`config.mk`:
```
export PLATFORM = sky130hd
export DESIGN_NAME = add_arbiter
export DESIGN_NICKNAME = d
export VERILOG_FILES = /design/src/rtl/add_pkg.sv /design/src/rtl/add_cla32.sv /design/src/rtl/rr_arbiter.sv /design/src/rtl/add_arbiter.sv
export SDC_FILE = /design/constraint.sdc
export NUM_CORES = 1
export LEC_CHECK = 0
export BUFFER_PORTS_ARGS = -buffer_cell sky130_fd_sc_hd__buf_2
export CAP_MARGIN = 40
export CORE_AREA = 2 2 120 122
export CTS_CLUSTER_DIAMETER = 120
export DETAILED_ROUTE_END_ITERATION = 10
export DIE_AREA = 0 0 122 124
export PLACE_DENSITY = 0.7
export SLEW_MARGIN = 20
export SYNTH_ARGS = -nofsm -noshare
export SYNTH_HDL_FRONTEND = slang
export SYNTH_SLANG_ARGS = --single-unit
```
`constraint.sdc`:
```
create_clock -name clk -period 5.8 [get_ports clk]
set_input_delay 0.29 -clock clk [delete_from_list [all_inputs] [get_ports clk]]
set_output_delay 0.29 -clock clk [all_outputs]
set_load 0.01 [all_outputs]
```
`src/rtl/add_pkg.sv`:
```
// Constants and the response-slot payload shared by the adder arbiter.
package add_pkg;

    localparam int unsigned ADD_W   = 32;
    localparam int unsigned MAX_REQ = 8;
    localparam int unsigned RSP_IDW = 3;

    typedef enum logic {
        SLOT_EMPTY = 1'b0,
        SLOT_FULL  = 1'b1
    } slot_state_e;

    typedef struct packed {
        logic [RSP_IDW-1:0] id;
        logic [ADD_W-1:0]   sum;
        logic               cout;
    } rsp_t;

endpackage

```
`src/rtl/add_cla32.sv`:
```
// 32-bit adder built from 4-bit generate/propagate groups with group-level lookahead.
module add_cla32
    import add_pkg::*;
(
    input  logic [ADD_W-1:0] a,
    input  logic [ADD_W-1:0] b,
    input  logic             cin,
    output logic [ADD_W-1:0] sum,
    output logic             cout
);

    localparam int unsigned GRP  = 4;
    localparam int unsigned NGRP = ADD_W / GRP;

    always_comb begin
        logic [ADD_W-1:0] g;
        logic [ADD_W-1:0] p;
        logic [NGRP-1:0]  gg;
        logic [NGRP-1:0]  gp;
        logic [NGRP:0]    gc;
        logic             c;
        g   = a & b;
        p   = a ^ b;
        gg  = '0;
        gp  = '1;
        gc  = '0;
        c   = 1'b0;
        sum = '0;
        for (int unsigned j = 0; j < NGRP; j++) begin
            for (int unsigned k = 0; k < GRP; k++) begin
                gg[j] = g[GRP*j+k] | (p[GRP*j+k] & gg[j]);
                gp[j] = gp[j] & p[GRP*j+k];
            end
        end
        gc[0] = cin;
        for (int unsigned j = 0; j < NGRP; j++) begin
            gc[j+1] = gg[j] | (gp[j] & gc[j]);
        end
        // in-group carries start from the lookahead group carry
        for (int unsigned j = 0; j < NGRP; j++) begin
            c = gc[j];
            for (int unsigned k = 0; k < GRP; k++) begin
                sum[GRP*j+k] = p[GRP*j+k] ^ c;
                c = g[GRP*j+k] | (p[GRP*j+k] & c);
            end
        end
        cout = gc[NGRP];
    end

endmodule

```
`src/rtl/rr_arbiter.sv`:
```
// Stateless round-robin picker: first set request at or after ptr, wrapping.
module rr_arbiter #(
    parameter int unsigned N_REQ = 4,
    parameter int unsigned IDW   = $clog2(N_REQ)
) (
    input  logic [N_REQ-1:0] req,
    input  logic [IDW-1:0]   ptr,
    input  logic             enable,
    output logic [N_REQ-1:0] grant,
    output logic [IDW-1:0]   idx
);

    always_comb begin
        int unsigned pos;
        logic [IDW-1:0] sel;
        logic found;
        grant = '0;
        idx   = '0;
        found = 1'b0;
        pos   = 0;
        sel   = '0;
        for (int unsigned k = 0; k < N_REQ; k++) begin
            pos = 32'(ptr) + k;
            if (pos >= N_REQ) begin
                pos = pos - N_REQ;
            end
            sel = IDW'(pos);
            if (!found && req[sel]) begin
                found = 1'b1;
                idx   = sel;
            end
        end
        // index is still reported when disabled; only the grant is gated
        if (found && enable) begin
            grant[idx] = 1'b1;
        end
    end

endmodule

```
`src/rtl/add_arbiter.sv`:
```
// Round-robin sharing of one 32-bit adder among N_REQ requesters, single registered response slot.
module add_arbiter
    import add_pkg::*;
#(
    parameter int unsigned N_REQ = 4,
    parameter int unsigned W     = ADD_W,
    parameter int unsigned IDW   = $clog2(N_REQ)
) (
    input  logic               clk,
    input  logic               rst_n,
    input  logic [N_REQ-1:0]   req_valid,
    output logic [N_REQ-1:0]   req_ready,
    input  logic [N_REQ*W-1:0] req_a,
    input  logic [N_REQ*W-1:0] req_b,
    input  logic [N_REQ-1:0]   req_cin,
    output logic               rsp_valid,
    input  logic               rsp_ready,
    output logic [IDW-1:0]     rsp_id,
    output logic [W-1:0]       rsp_sum,
    output logic               rsp_cout
);

    slot_state_e      state;
    rsp_t             slot;
    logic [IDW-1:0]   ptr;
    logic [IDW-1:0]   next_ptr;
    logic [IDW-1:0]   win_idx;
    logic [N_REQ-1:0] grant;
    logic             can_accept;
    logic             accept;
    logic [W-1:0]     a_sel;
    logic [W-1:0]     b_sel;
    logic             cin_sel;
    logic [ADD_W-1:0] add_sum;
    logic             add_cout;
    logic [ADD_W:0]   add_full;

    assign can_accept = (state == SLOT_EMPTY) | rsp_ready;

    rr_arbiter #(
        .N_REQ (N_REQ),
        .IDW   (IDW)
    ) u_arb (
        .req    (req_valid),
        .ptr    (ptr),
        .enable (can_accept & rst_n),
        .grant  (grant),
        .idx    (win_idx)
    );

    assign req_ready = grant;
    assign accept    = |grant;

    // operand mux follows the winner so ungranted operands never reach the slot
    always_comb begin
        a_sel   = req_a[32'(win_idx)*W +: W];
        b_sel   = req_b[32'(win_idx)*W +: W];
        cin_sel = req_cin[win_idx];
    end

    add_cla32 u_add (
        .a    (ADD_W'(a_sel)),
        .b    (ADD_W'(b_sel)),
        .cin  (cin_sel),
        .sum  (add_sum),
        .cout (add_cout)
    );

    assign add_full = {add_cout, add_sum};
    assign next_ptr = (win_idx == IDW'(N_REQ - 1)) ? '0 : win_idx + 1'b1;

    always_ff @(posedge clk or negedge rst_n) begin
        if (!rst_n) begin
            state <= SLOT_EMPTY;
            slot  <= '0;
            ptr   <= '0;
        end else if (accept) begin
            state     <= SLOT_FULL;
            slot.id   <= RSP_IDW'(win_idx);
            slot.sum  <= ADD_W'(add_full[W-1:0]);
            slot.cout <= add_full[W];
            ptr       <= next_ptr;
        end else if (state == SLOT_FULL && rsp_ready) begin
            state <= SLOT_EMPTY;
        end
    end

    assign rsp_valid = (state == SLOT_FULL);
    assign rsp_id    = IDW'(slot.id);
    assign rsp_sum   = W'(slot.sum);
    assign rsp_cout  = slot.cout;

endmodule
```
==> flow_summary.toml <==
[setup_path]
critPathCaptureType = "flip-flop"
slowest_delay_ns = 0.48
critPathArrivalTime_ns = 5.54
slowest_stage = "fa_1"
worstSetupPathType = "flip-flop to flip-flop"
worstPathRequired_ns = 5.94
crit_fanout = 52
start_kind = "flip-flop"
crit_family = "adder cells"
crit_buf_inv = 3
cp_cell_sequence = "and2_1 -> and2_1 -> nor3_4 -> inv_4 -> buf_12 -> nand2_1 -> nand3_1 -> and2_1 -> ha_1 -> nand4_1 -> nor4_1 -> o31ai_1 -> a21oi_1 -> inv_1 -> o21bai_1 -> a21oi_1 -> fa_1 -> fa_1 -> fa_1 -> xor2_1 -> a21oi_1"

[global_route]
grt-busiest-layer = "met2"
grt_pass1_wl_microns = 29300
antenna_found_initial = 1
grtUsageMet3 = 0.0247
overflow = 0
grtUsageMet1 = 0.350
gr-usage-all-layers = 0.248
grt_max_degree = 69
grt_pass1_vias = 5777
use_met2 = 0.410

[sta]
relSlewSlack = 0.563
finalSetupViolations = 0
grt_setup_unrepaired = "no"
max_freq_mhz = 185
finalCritPeriodShare = 0.931
setup-tns-final_ns = 0
tightest_slew_ns = 0.655
slew_viol_final = 0
fin_skew_ns = 0.00588
hold_slack_ns = 0.278
setup_slack_ns = 0.398
finalCriticalPeriod_ns = 5.40
final_hold_viol_count = 0

[worst_hold_path]
hold_path.class = "input pin to flip-flop"

[floorplanning]
die_h_microns = 124
die_w_microns = 122
initial_core_util = 0.372
coreArea_sq_um = 13700
top_level_ports = 307
fp-row-count = 43
fp.dieArea_sq_um = 15100

[power_and_ir_drop]
p_seq_frac = 0.121
ir_worst_vdd_mv = 0.210
total_power_uw = 4060
p_sw_frac = 0.520
combPwrFrac = 0.790
p_switching_uw = 2110
power.share.clock = 0.089
p_per_area_nw_per_um2 = 575
p_leak_uw = 0.00392
intPower_uw = 1950

[synthesis]
synthAdderAreaFrac = 0.182
ys.flop_type = "dfrtp_1"
synth_top_area_cell = "nand2_1"
yosysWarnings = 0
synth_area_leaders = "nand2_1 23%, dfrtp_1 19%, fa_1 9.4%, ha_1 8.8%, nand3_1 7.4%"
synthArstFlopShare = 1.00
synth-edff-count = 0
synthMuxAreaShare = 0.00196
netlist_area_sq_um = 5110
synthDistinctLibCells = 42
ys_seq_area_frac = 0.186
synth.top_cell.area_share = 0.226
yosys.area_share.simple = 0.414
syn_inst = 792
synth-compound-area-share = 0.130
synth_area_per_cell_sq_um = 6.45
synth_top_family_by_area = "simple AND/OR/NAND/NOR gates"
syn-num-nets = 1119
ys_seq_elements = 38
synthXorXnorAreaFrac = 0.0137

[routing]
route.detailed.drc = 0
wl_per_cell_microns = 15.3
antenna_left = 0
detailroute.via_count = 6263
vias_per_cell = 5.01
drt_pass1_iterations = 5
drt-total-wl_microns = 19100
first_iter_violations = 351

[clock_tree]
htreeDepth = 2
cts_setup_buffers = 0
cts_sinks = 38
cts.path.max_buffers = 2
ctsRootBufferMaster = "clkbuf_16"
path_clk_slew_ns = 0.06
insertion_delay_ns = 0.28
numCtsBuffers = 5
cts_tree = "done"

[final_layout]
final_cell_mix = "307 x nand2_1, 306 x buf_2, 76 x nand3_1"
final_common_cell = "nand2_1"
fin_nets = 1396
area.growth.synth_to_final_pct = 38.0
drive_gt1_frac = 0.324
fin_area_sq_um = 7050

[placed_design]
place_ws_ns = 0.345
hpwl_microns = 15800
gp_congestion = 0.921
io_buffers = 306
placed_area_sq_um = 6840

[job]
maxCapViolations = 0

[outcome]
outcome = "finished clean"
-- layer usage --
layer  share of wire  up-vias
met3           0.059       30
met2            0.46      243
met1            0.46     2836
met5               0        -
li1                -     3154
met4           0.020        0
-- power groups by stage --
stage	Sequential (uW)	Clock (uW)	Combinational [uW]
2_1_floorplan	542	0	2120
3_3_place_gp	487	0	3130
3_5_place_dp	493	0	3200
4_1_cts	489	365	3220
5_1_grt	506	375	3650
6_report	489	361	3210
-- flip-flops by register name, indices dropped and copies added, names as in the netlist --
name,cells
ptr,2
rsp_cout,1
rsp_id,2
rsp_sum,32
rsp_valid,1
-- stage by stage --
stage	util	instances
6_report	0.514	1251
5_1_grt	0.514	1250
4_1_cts	0.513	1250
3_5_place_dp	0.498	1241
3_3_place_gp	0.495	1239
2_1_floorplan	-	792
-- cell type report --
| class | count | area (sq um) |
|---|---|---|
| Antenna cell | 1 | 2.50 |
| Clock buffer | 5 | 125 |
| Clock inverter | 3 | 68.8 |
| Fill cell | 1446 | 6670 |
| Inverter | 42 | 161 |
| Multi-Input combinational cell | 662 | 3800 |
| Sequential cell | 38 | 951 |
| Tap cell | 180 | 225 |
| Timing Repair Buffer | 320 | 1710 |
-- cell families (layout without fill, tap and decap cells) --
logic type	count (synthesis)	after routing
AO/OA/AOI/OAI	105	105
other	0	1
buffers and inverters	92	370
adder cells (fa/ha/maj)	60	60
flip-flops	38	38
XOR/XNOR	8	8
multiplexers	1	1
AND/OR/NAND/NOR	488	488
-- synthesized netlist by cell type, drive strengths merged, types with 4 or more instances --
cell type,instances
nand2,307
nand3,76
a21oi,42
inv,42
dfrtp,38
ha,36
nor2,36
a31oi,31
clkbuf,31
and3,29
and2,24
fa,24
buf,19
o21ai,12
a21o,8
xor2,6
nand2b,4
nand4,4
-- final timing paths --
| path | from | to | slack [ns] | cells after the start |
|---|---|---|---|---|
| setup / recovery | ptr[1] | rsp_sum[31] | 0.40 | 21 |
| hold / removal | rsp_ready | rsp_valid | 0.28 | 3 |
| setup reg to reg | ptr[1] | rsp_sum[31] | 0.40 | 21 |
| hold reg to reg | rsp_sum[0] | rsp_sum[0] | 0.48 | 2 |
| max in group asynchronous | rst_n | rsp_sum[24] | 4.92 | 3 |
| min in group asynchronous | rst_n | rsp_sum[15] | 0.42 | 2 |
-- worst reg2reg max path, stage by stage, from the launching register on --
cell,delay [ns]
dfrtp_1,0.43
and2_1,0.20
and2_1,0.18
nor3_4,0.31
inv_4,0.20
buf_12,0.24
nand2_1,0.12
nand3_1,0.12
and2_1,0.25
ha_1,0.30
nand4_1,0.11
nor4_1,0.35
o31ai_1,0.18
a21oi_1,0.28
inv_1,0.12
o21bai_1,0.15
a21oi_1,0.10
fa_1,0.46
fa_1,0.48
fa_1,0.45
xor2_1,0.14
a21oi_1,0.08
-- repair_timing --
action,CTS,global route
hold buffers,1,0
endpoints found under the setup margin,0,2
gates resized for setup,0,3
endpoints found under the hold margin,9,0
Note: power is estimated with default switching activity, not from simulation.
